`src/rtl/seven_seg_pkg.sv`:
```
//============================================================================
// Module : seven_seg_pkg
// Brief  : Shared seven-segment code table, default geometry and decoder
//          FSM state type (common to encoder and decoder).
// Rev    : 1.0 - initial release
//============================================================================
`default_nettype none

package seven_seg_pkg;

    localparam int unsigned DEF_NUM_DIGITS = 6;
    localparam int unsigned DEF_SEG_W      = 7;

    // Active-low codes, bit0=a .. bit6=g
    localparam logic [6:0] SEG_CODE_0 = 7'h40;
    localparam logic [6:0] SEG_CODE_1 = 7'h79;
    localparam logic [6:0] SEG_CODE_2 = 7'h24;
    localparam logic [6:0] SEG_CODE_3 = 7'h30;
    localparam logic [6:0] SEG_CODE_4 = 7'h19;
    localparam logic [6:0] SEG_CODE_5 = 7'h12;
    localparam logic [6:0] SEG_CODE_6 = 7'h02;
    localparam logic [6:0] SEG_CODE_7 = 7'h78;
    localparam logic [6:0] SEG_CODE_8 = 7'h00;
    localparam logic [6:0] SEG_CODE_9 = 7'h10;
    localparam logic [6:0] SEG_BLANK  = 7'h7F;

    typedef enum logic [0:0] {
        IDLE = 1'b0,
        DEC  = 1'b1
    } dec_state_t;

endpackage

`default_nettype wire

```
`src/rtl/seven_seg_digit_decode.sv`:
```
//============================================================================
// Module : seven_seg_digit_decode
// Brief  : Combinational 7-bit active-low segment code -> {legal, digit}.
//          SEVEN_SEG_BLANK_AS_ZERO_EN makes the all-off code a legal zero.
// Rev    : 1.0 - initial release
//============================================================================
`default_nettype none

module seven_seg_digit_decode
    import seven_seg_pkg::*;
(
    input  logic [DEF_SEG_W-1:0] i_code,
    output logic                 o_legal,
    output logic [3:0]           o_digit
);

    always_comb begin
        o_legal = 1'b1;
        o_digit = 4'd0;
        case (i_code)
            SEG_CODE_0: o_digit = 4'd0;
            SEG_CODE_1: o_digit = 4'd1;
            SEG_CODE_2: o_digit = 4'd2;
            SEG_CODE_3: o_digit = 4'd3;
            SEG_CODE_4: o_digit = 4'd4;
            SEG_CODE_5: o_digit = 4'd5;
            SEG_CODE_6: o_digit = 4'd6;
            SEG_CODE_7: o_digit = 4'd7;
            SEG_CODE_8: o_digit = 4'd8;
            SEG_CODE_9: o_digit = 4'd9;
`ifdef SEVEN_SEG_BLANK_AS_ZERO_EN
            SEG_BLANK:  o_digit = 4'd0;
`endif
            default:    o_legal = 1'b0;
        endcase
    end

endmodule

`default_nettype wire

```
`src/rtl/seven_segment_decoder.sv`:
```
//============================================================================
// Module : seven_segment_decoder
// Brief  : Captures a multi-digit active-low segment bus and rebuilds the
//          displayed decimal value, one digit per clock, MSD first.
//          Option macro: SEVEN_SEG_BLANK_AS_ZERO_EN (blank field = legal 0).
// Rev    : 1.0 - initial release
//============================================================================
`default_nettype none

module seven_segment_decoder
    import seven_seg_pkg::*;
#(
    parameter int unsigned NUM_DIGITS = DEF_NUM_DIGITS,
    parameter int unsigned SEG_W      = DEF_SEG_W,
    parameter int unsigned NUM_W      = 20
) (
    input  logic                        clk,
    input  logic                        rst_n,
    input  logic                        segs_vld,
    input  logic [NUM_DIGITS*SEG_W-1:0] segs,
    output logic                        busy,
    output logic [NUM_W-1:0]            num,
    output logic                        num_vld,
    output logic                        err,
    output logic [NUM_DIGITS-1:0]       err_mask,
    output logic                        ovr
);

    localparam int unsigned IDX_W = (NUM_DIGITS > 1) ? $clog2(NUM_DIGITS) : 1;
    localparam logic [IDX_W-1:0] C_IDX_MSD = IDX_W'(NUM_DIGITS - 1);

    dec_state_t                  r_state;
    dec_state_t                  w_state_nxt;
    logic [NUM_DIGITS*SEG_W-1:0] r_shadow;
    logic [IDX_W-1:0]            r_idx;
    logic [NUM_W-1:0]            r_acc;
    logic [NUM_DIGITS-1:0]       r_mask_acc;
    logic [NUM_W-1:0]            r_num;
    logic                        r_num_vld;
    logic                        r_err;
    logic [NUM_DIGITS-1:0]       r_err_mask;
    logic                        r_ovr;

    logic [SEG_W-1:0]            w_fields [NUM_DIGITS];
    logic                        w_legal;
    logic [3:0]                  w_digit;
    logic                        w_accept;
    logic                        w_last;
    logic [NUM_W-1:0]            w_acc_nxt;
    logic [NUM_DIGITS-1:0]       w_mask_nxt;

    for (genvar k = 0; k < NUM_DIGITS; k++) begin : g_field
        assign w_fields[k] = r_shadow[k*SEG_W +: SEG_W];
    end

    seven_seg_digit_decode u_digit_decode (
        .i_code  (w_fields[r_idx]),
        .o_legal (w_legal),
        .o_digit (w_digit)
    );

    // acc*10 as shift-add keeps the datapath multiplier-free
    assign w_acc_nxt = (r_acc << 3) + (r_acc << 1) + NUM_W'(w_digit);

    always_comb begin
        w_state_nxt       = r_state;
        w_accept          = 1'b0;
        w_last            = 1'b0;
        w_mask_nxt        = r_mask_acc;
        w_mask_nxt[r_idx] = ~w_legal;
        case (r_state)
            IDLE: begin
                if (segs_vld) begin
                    w_accept    = 1'b1;
                    w_state_nxt = DEC;
                end
            end
            DEC: begin
                if (r_idx == '0) begin
                    w_last      = 1'b1;
                    w_state_nxt = IDLE;
                end
            end
            default: w_state_nxt = IDLE;
        endcase
    end

    always_ff @(posedge clk or negedge rst_n) begin
        if (!rst_n) begin
            r_state    <= IDLE;
            r_shadow   <= '0;
            r_idx      <= '0;
            r_acc      <= '0;
            r_mask_acc <= '0;
            r_num      <= '0;
            r_num_vld  <= 1'b0;
            r_err      <= 1'b0;
            r_err_mask <= '0;
            r_ovr      <= 1'b0;
        end else begin
            r_state   <= w_state_nxt;
            r_num_vld <= w_last;
            if (w_accept) begin
                r_shadow   <= segs;
                r_acc      <= '0;
                r_idx      <= C_IDX_MSD;
                r_mask_acc <= '0;
            end else if (r_state == DEC) begin
                r_acc      <= w_acc_nxt;
                r_idx      <= r_idx - 1'b1;
                r_mask_acc <= w_mask_nxt;
                if (w_last) begin
                    r_num      <= w_acc_nxt;
                    r_err_mask <= w_mask_nxt;
                    r_err      <= |w_mask_nxt;
                end
            end
            // Requests arriving mid-decode are dropped but remembered
            if (segs_vld && (r_state == DEC)) begin
                r_ovr <= 1'b1;
            end
        end
    end

    assign busy     = (r_state == DEC);
    assign num      = r_num;
    assign num_vld  = r_num_vld;
    assign err      = r_err;
    assign err_mask = r_err_mask;
    assign ovr      = r_ovr;

endmodule

`default_nettype wire
```
`config.mk`:
```
export PLATFORM = sky130hd
export DESIGN_NAME = seven_segment_decoder
export DESIGN_NICKNAME = d
export VERILOG_FILES = /design/src/rtl/seven_seg_pkg.sv /design/src/rtl/seven_seg_digit_decode.sv /design/src/rtl/seven_segment_decoder.sv
export SDC_FILE = /design/constraint.sdc
export NUM_CORES = 1
export LEC_CHECK = 0
export ABC_AREA = 1
export BUFFER_PORTS_ARGS = -buffer_cell sky130_fd_sc_hd__buf_2
export CORE_MARGIN = 4
export CORE_UTILIZATION = 58
export DETAILED_ROUTE_END_ITERATION = 8
export GPL_TIMING_DRIVEN = 1
export PLACE_DENSITY_LB_ADDON = 0.2
export SLEW_MARGIN = 20
export SYNTH_ARGS = -nofsm -noshare
export SYNTH_HDL_FRONTEND = slang
export SYNTH_SLANG_ARGS = --single-unit
export TNS_END_PERCENT = 10
```
`constraint.sdc`:
```
create_clock -name clk -period 4.5 [get_ports clk]
set_clock_uncertainty 0.1 [all_clocks]
set_input_delay 0.225 -clock clk [delete_from_list [all_inputs] [get_ports clk]]
set_output_delay 0.225 -clock clk [all_outputs]
set_load 0.01 [all_outputs]
```
==> flow_metrics.py <==
metrics = {
    "worst_setup_path": {
        "worst-endpoint-arrival_ps": 4330,
        "max_fo_critical_path": 10,
        "start_kind": "flip-flop",
        "critPathRequiredTime_ps": 4690,
        "path_class": "reg -> reg",
        "cp-end-kind": "flip-flop",
    },
    "routing": {
        "drt_pre_antenna_iters": 5,
        "drt-wirelength-per-cell_um": 14.7,
        "detail_route.drc_violations": 0,
        "total_wire_length_mm": 13.2,
        "detail_route.iter0.violations": 203,
        "detail_route.vias_per_cell": 5.36,
        "detail-route-antenna-nets": 0,
        "vias": 4823,
    },
    "sta": {
        "min_period_over_period_pct": 92.1,
        "timing.final.setup_violations": 0,
        "period_minus_slack_ps": 4150,
        "finalSetupTns_ps": 0,
        "finalHoldViolations": 0,
        "finalMaxSlewViolations": 0,
        "rsz0062_at_grt": "false",
        "maxClockFrequency_mhz": 241,
        "worst_pin_slew_ps": 779,
        "slew_headroom_pct": 48.1,
    },
    "placement": {
        "place.port_buffers": 74,
        "detail_placement_hpwl_mm": 9.02,
        "placed_cell_area_um2": 5840,
        "gp_congestion": 0.905,
    },
    "logic_synthesis": {
        "ys_top_cells_by_count": "sky130_fd_sc_hd__nand2_1 (233), sky130_fd_sc_hd__dfrtp_1 (100), sky130_fd_sc_hd__o21ai_0 (79)",
        "postSynth.topFlopCell": "sky130_fd_sc_hd__dfrtp_1",
        "synth_warn": 0,
        "synth.net_count": 758,
        "number_of_standard_cells_after_synthesis": 675,
        "synth_area_um2": 5400,
        "netlist.area_leader.share_pct": 46.3,
        "synth_seq_cells": 100,
        "postSynthAreaPerCell_um2": 8.00,
        "async_reset_ff_share_pct": 100,
        "synth-seq-area-share_pct": 46.3,
        "number_of_enable_flip_flop_cells_after_synthesis": 0,
        "yosysMostFrequentCell": "sky130_fd_sc_hd__nand2_1",
        "netlist_top_cells_area": "sky130_fd_sc_hd__dfrtp_1 (46%), sky130_fd_sc_hd__nand2_1 (16%), sky130_fd_sc_hd__ha_1 (8.3%)",
        "synth_area_leader_cell": "sky130_fd_sc_hd__dfrtp_1",
        "synthDistinctLibCells": 32,
    },
    "global_routing": {
        "antenna_found_initial": 0,
        "grt_pass1_vias": 4854,
        "grt_max_degree": 67,
        "global_route_wire_length_before_repair_mm": 22.6,
        "global_route.overflow_total": 0,
        "groute.usage.overall_pct": 25.2,
    },
    "floorplan": {
        "floorplan.io_pins": 75,
        "coreArea_um2": 8890,
        "die_area_um2": 10900,
        "die_height_um": 104,
        "die_width_um": 104,
        "placementRows": 34,
        "floorplan.initialDensity_pct": 60.7,
    },
    "finish": {
        "fillCellCount": 699,
        "design.final.nets": 869,
        "antenna_cells_inserted": 0,
        "area_growth_syn_to_layout_pct": 20.5,
        "finalInstanceArea_um2": 6510,
        "post_route_cells_drive_above_1_share_pct": 14.0,
        "layout.core_utilization_pct": 73.2,
    },
    "power_and_ir_drop": {
        "power.density_cell_area_nw_per_um2": 780,
        "max-vdd-ir-drop_v": 0.000325,
        "leakage_uw": 0.00340,
    },
    "clocking": {
        "cts_tree": "yes",
        "post_cts.repair.setup_buffers": 0,
        "clk_pin_slew_ps": 100,
        "clockBufferDepth": 2,
        "clock_buffer_count_from_cts": 9,
        "cts-root-buf": "sky130_fd_sc_hd__clkbuf_8",
        "clock_sink_count": 100,
        "cts_max_level": 3,
        "clock_latency_ps": 370,
    },
    "min_path": {
        "worst_hold_path_type": "in -> async",
    },
    "run_status": {
        "status": "complete, no violations",
    },
    "run": {
        "cap_viol_max_count": 0,
    },
}
path summary, 6_finish.rpt:
check / slack [ps] / startpoint / to / depth (start not counted)
max: 350 / r_idx[2] / num[16] / 23
min: 350 / rst_n / num[13] / 2
max reg2reg: 350 / r_idx[2] / num[16] / 23
min reg2reg: 360 / ovr / ovr / 1
max in group asynchronous: 2950 / rst_n / r_shadow[24] / 3
min in group clk: 360 / ovr / ovr / 1
area by class of cell:
cell class,count,area [µm²],share of cell area [%]
Timing Repair Buffer,124,862,13.2
Tap cell,108,135,2.08
Clock inverter,6,93.8,1.44
Clock buffer,10,128,1.96
Multi-Input combinational cell,495,2570,39.5
Inverter,56,213,3.27
Sequential cell,100,2500,38.5
layout by cell type (no fill, tap or decap), types with 2 or more instances in the layout:
master / netlist / routed
sky130_fd_sc_hd__a21oi_1: 22 / 22
sky130_fd_sc_hd__a22o_1: 3 / 3
sky130_fd_sc_hd__buf_2: 2 / 73
sky130_fd_sc_hd__buf_4: 2 / 6
sky130_fd_sc_hd__bufinv_16: 0 / 2
sky130_fd_sc_hd__clkbuf_8: 0 / 9
sky130_fd_sc_hd__dfrtp_1: 100 / 98
sky130_fd_sc_hd__dfrtp_2: 0 / 2
sky130_fd_sc_hd__dlygate4sd3_1: 0 / 44
sky130_fd_sc_hd__fa_1: 2 / 2
sky130_fd_sc_hd__ha_1: 36 / 36
sky130_fd_sc_hd__inv_1: 52 / 52
sky130_fd_sc_hd__inv_2: 3 / 2
sky130_fd_sc_hd__inv_6: 0 / 3
sky130_fd_sc_hd__nand2_1: 233 / 233
sky130_fd_sc_hd__nand2_2: 3 / 3
sky130_fd_sc_hd__nand3_1: 34 / 34
sky130_fd_sc_hd__nand4_1: 9 / 9
sky130_fd_sc_hd__nor2_1: 34 / 34
sky130_fd_sc_hd__nor2_2: 6 / 6
sky130_fd_sc_hd__nor3_1: 4 / 4
sky130_fd_sc_hd__o21ai_0: 79 / 78
sky130_fd_sc_hd__o22ai_1: 4 / 4
sky130_fd_sc_hd__o31ai_1: 2 / 2
sky130_fd_sc_hd__xnor2_1: 7 / 7
sky130_fd_sc_hd__xor2_1: 9 / 9
routing by layer:
metal / up-vias / global-route usage, % / part of all wire (%)
met5: - / 0 / 0
met4: 0 / 10.1 / 3.0
met3: 33 / 3.60 / 3.4
met2: 120 / 45.9 / 52
met1: 2264 / 29.6 / 41
li1: 2406 / - / -
kinds of logic after synthesis:
group	after synthesis	share of synthesized area (%)
compound gates	116	11.5
xor+xnor	16	2.60
fa+ha+maj	38	9.08
buf+inv	80	6.02
flops	100	46.3
simple gates	325	24.5
state kept, by name (all words and copies together) (netlist names):
register / flops
r_shadow: 42
num: 20
r_acc: 19
err_mask: 6
r_mask_acc: 6
r_idx: 3
busy: 1
err: 1
num_vld: 1
ovr: 1
worst max-delay path, stage by stage (launching register included):
cell and delay (ps):
sky130_fd_sc_hd__dfrtp_1 470, sky130_fd_sc_hd__inv_2 190, sky130_fd_sc_hd__nand3_1 140, sky130_fd_sc_hd__inv_1 130
sky130_fd_sc_hd__nand2_1 100, sky130_fd_sc_hd__nand2_1 120, sky130_fd_sc_hd__nor2_2 60, sky130_fd_sc_hd__nand2_1 90
sky130_fd_sc_hd__nor2_1 50, sky130_fd_sc_hd__nand2_1 90, sky130_fd_sc_hd__nand2_1 70, sky130_fd_sc_hd__nor2_2 220
sky130_fd_sc_hd__inv_1 70, sky130_fd_sc_hd__ha_1 180, sky130_fd_sc_hd__ha_1 230, sky130_fd_sc_hd__fa_1 430
sky130_fd_sc_hd__nand3_1 100, sky130_fd_sc_hd__nand2_1 90, sky130_fd_sc_hd__a31oi_1 230, sky130_fd_sc_hd__o21ai_1 180
sky130_fd_sc_hd__a21oi_1 260, sky130_fd_sc_hd__o21ai_0 130, sky130_fd_sc_hd__xor2_1 160, sky130_fd_sc_hd__o21ai_0 170
per-stage QoR:
step | setup WS (ps) | hold WS (ps) | instances | power, µW
floorplan | 938 | -171 | 675 | 3660
global placement | 470 | 241 | 839 | 4260
detailed placement | 282 | 249 | 839 | 4390
CTS | 249 | 364 | 899 | 5080
global route | 37.9 | 396 | 899 | 5600
finish | 355 | 346 | 899 | 5080
timing repair:
item / in CTS / in global routing
hold buffers: 44 / 0
hold endpoints to repair: 102 / 0
setup endpoints to repair: 0 / 8
gates resized for setup: 0 / 6
power breakdown:
group	internal [µW]	leakage [µW]	total [µW]	switching, µW
registers	1330	0.00123	1600	268
logic	1050	0.00206	2830	1770
clock network	320	0.000108	653	333
total	2700	0.00340	5080	2370
Power figures use the tool's default switching activity.
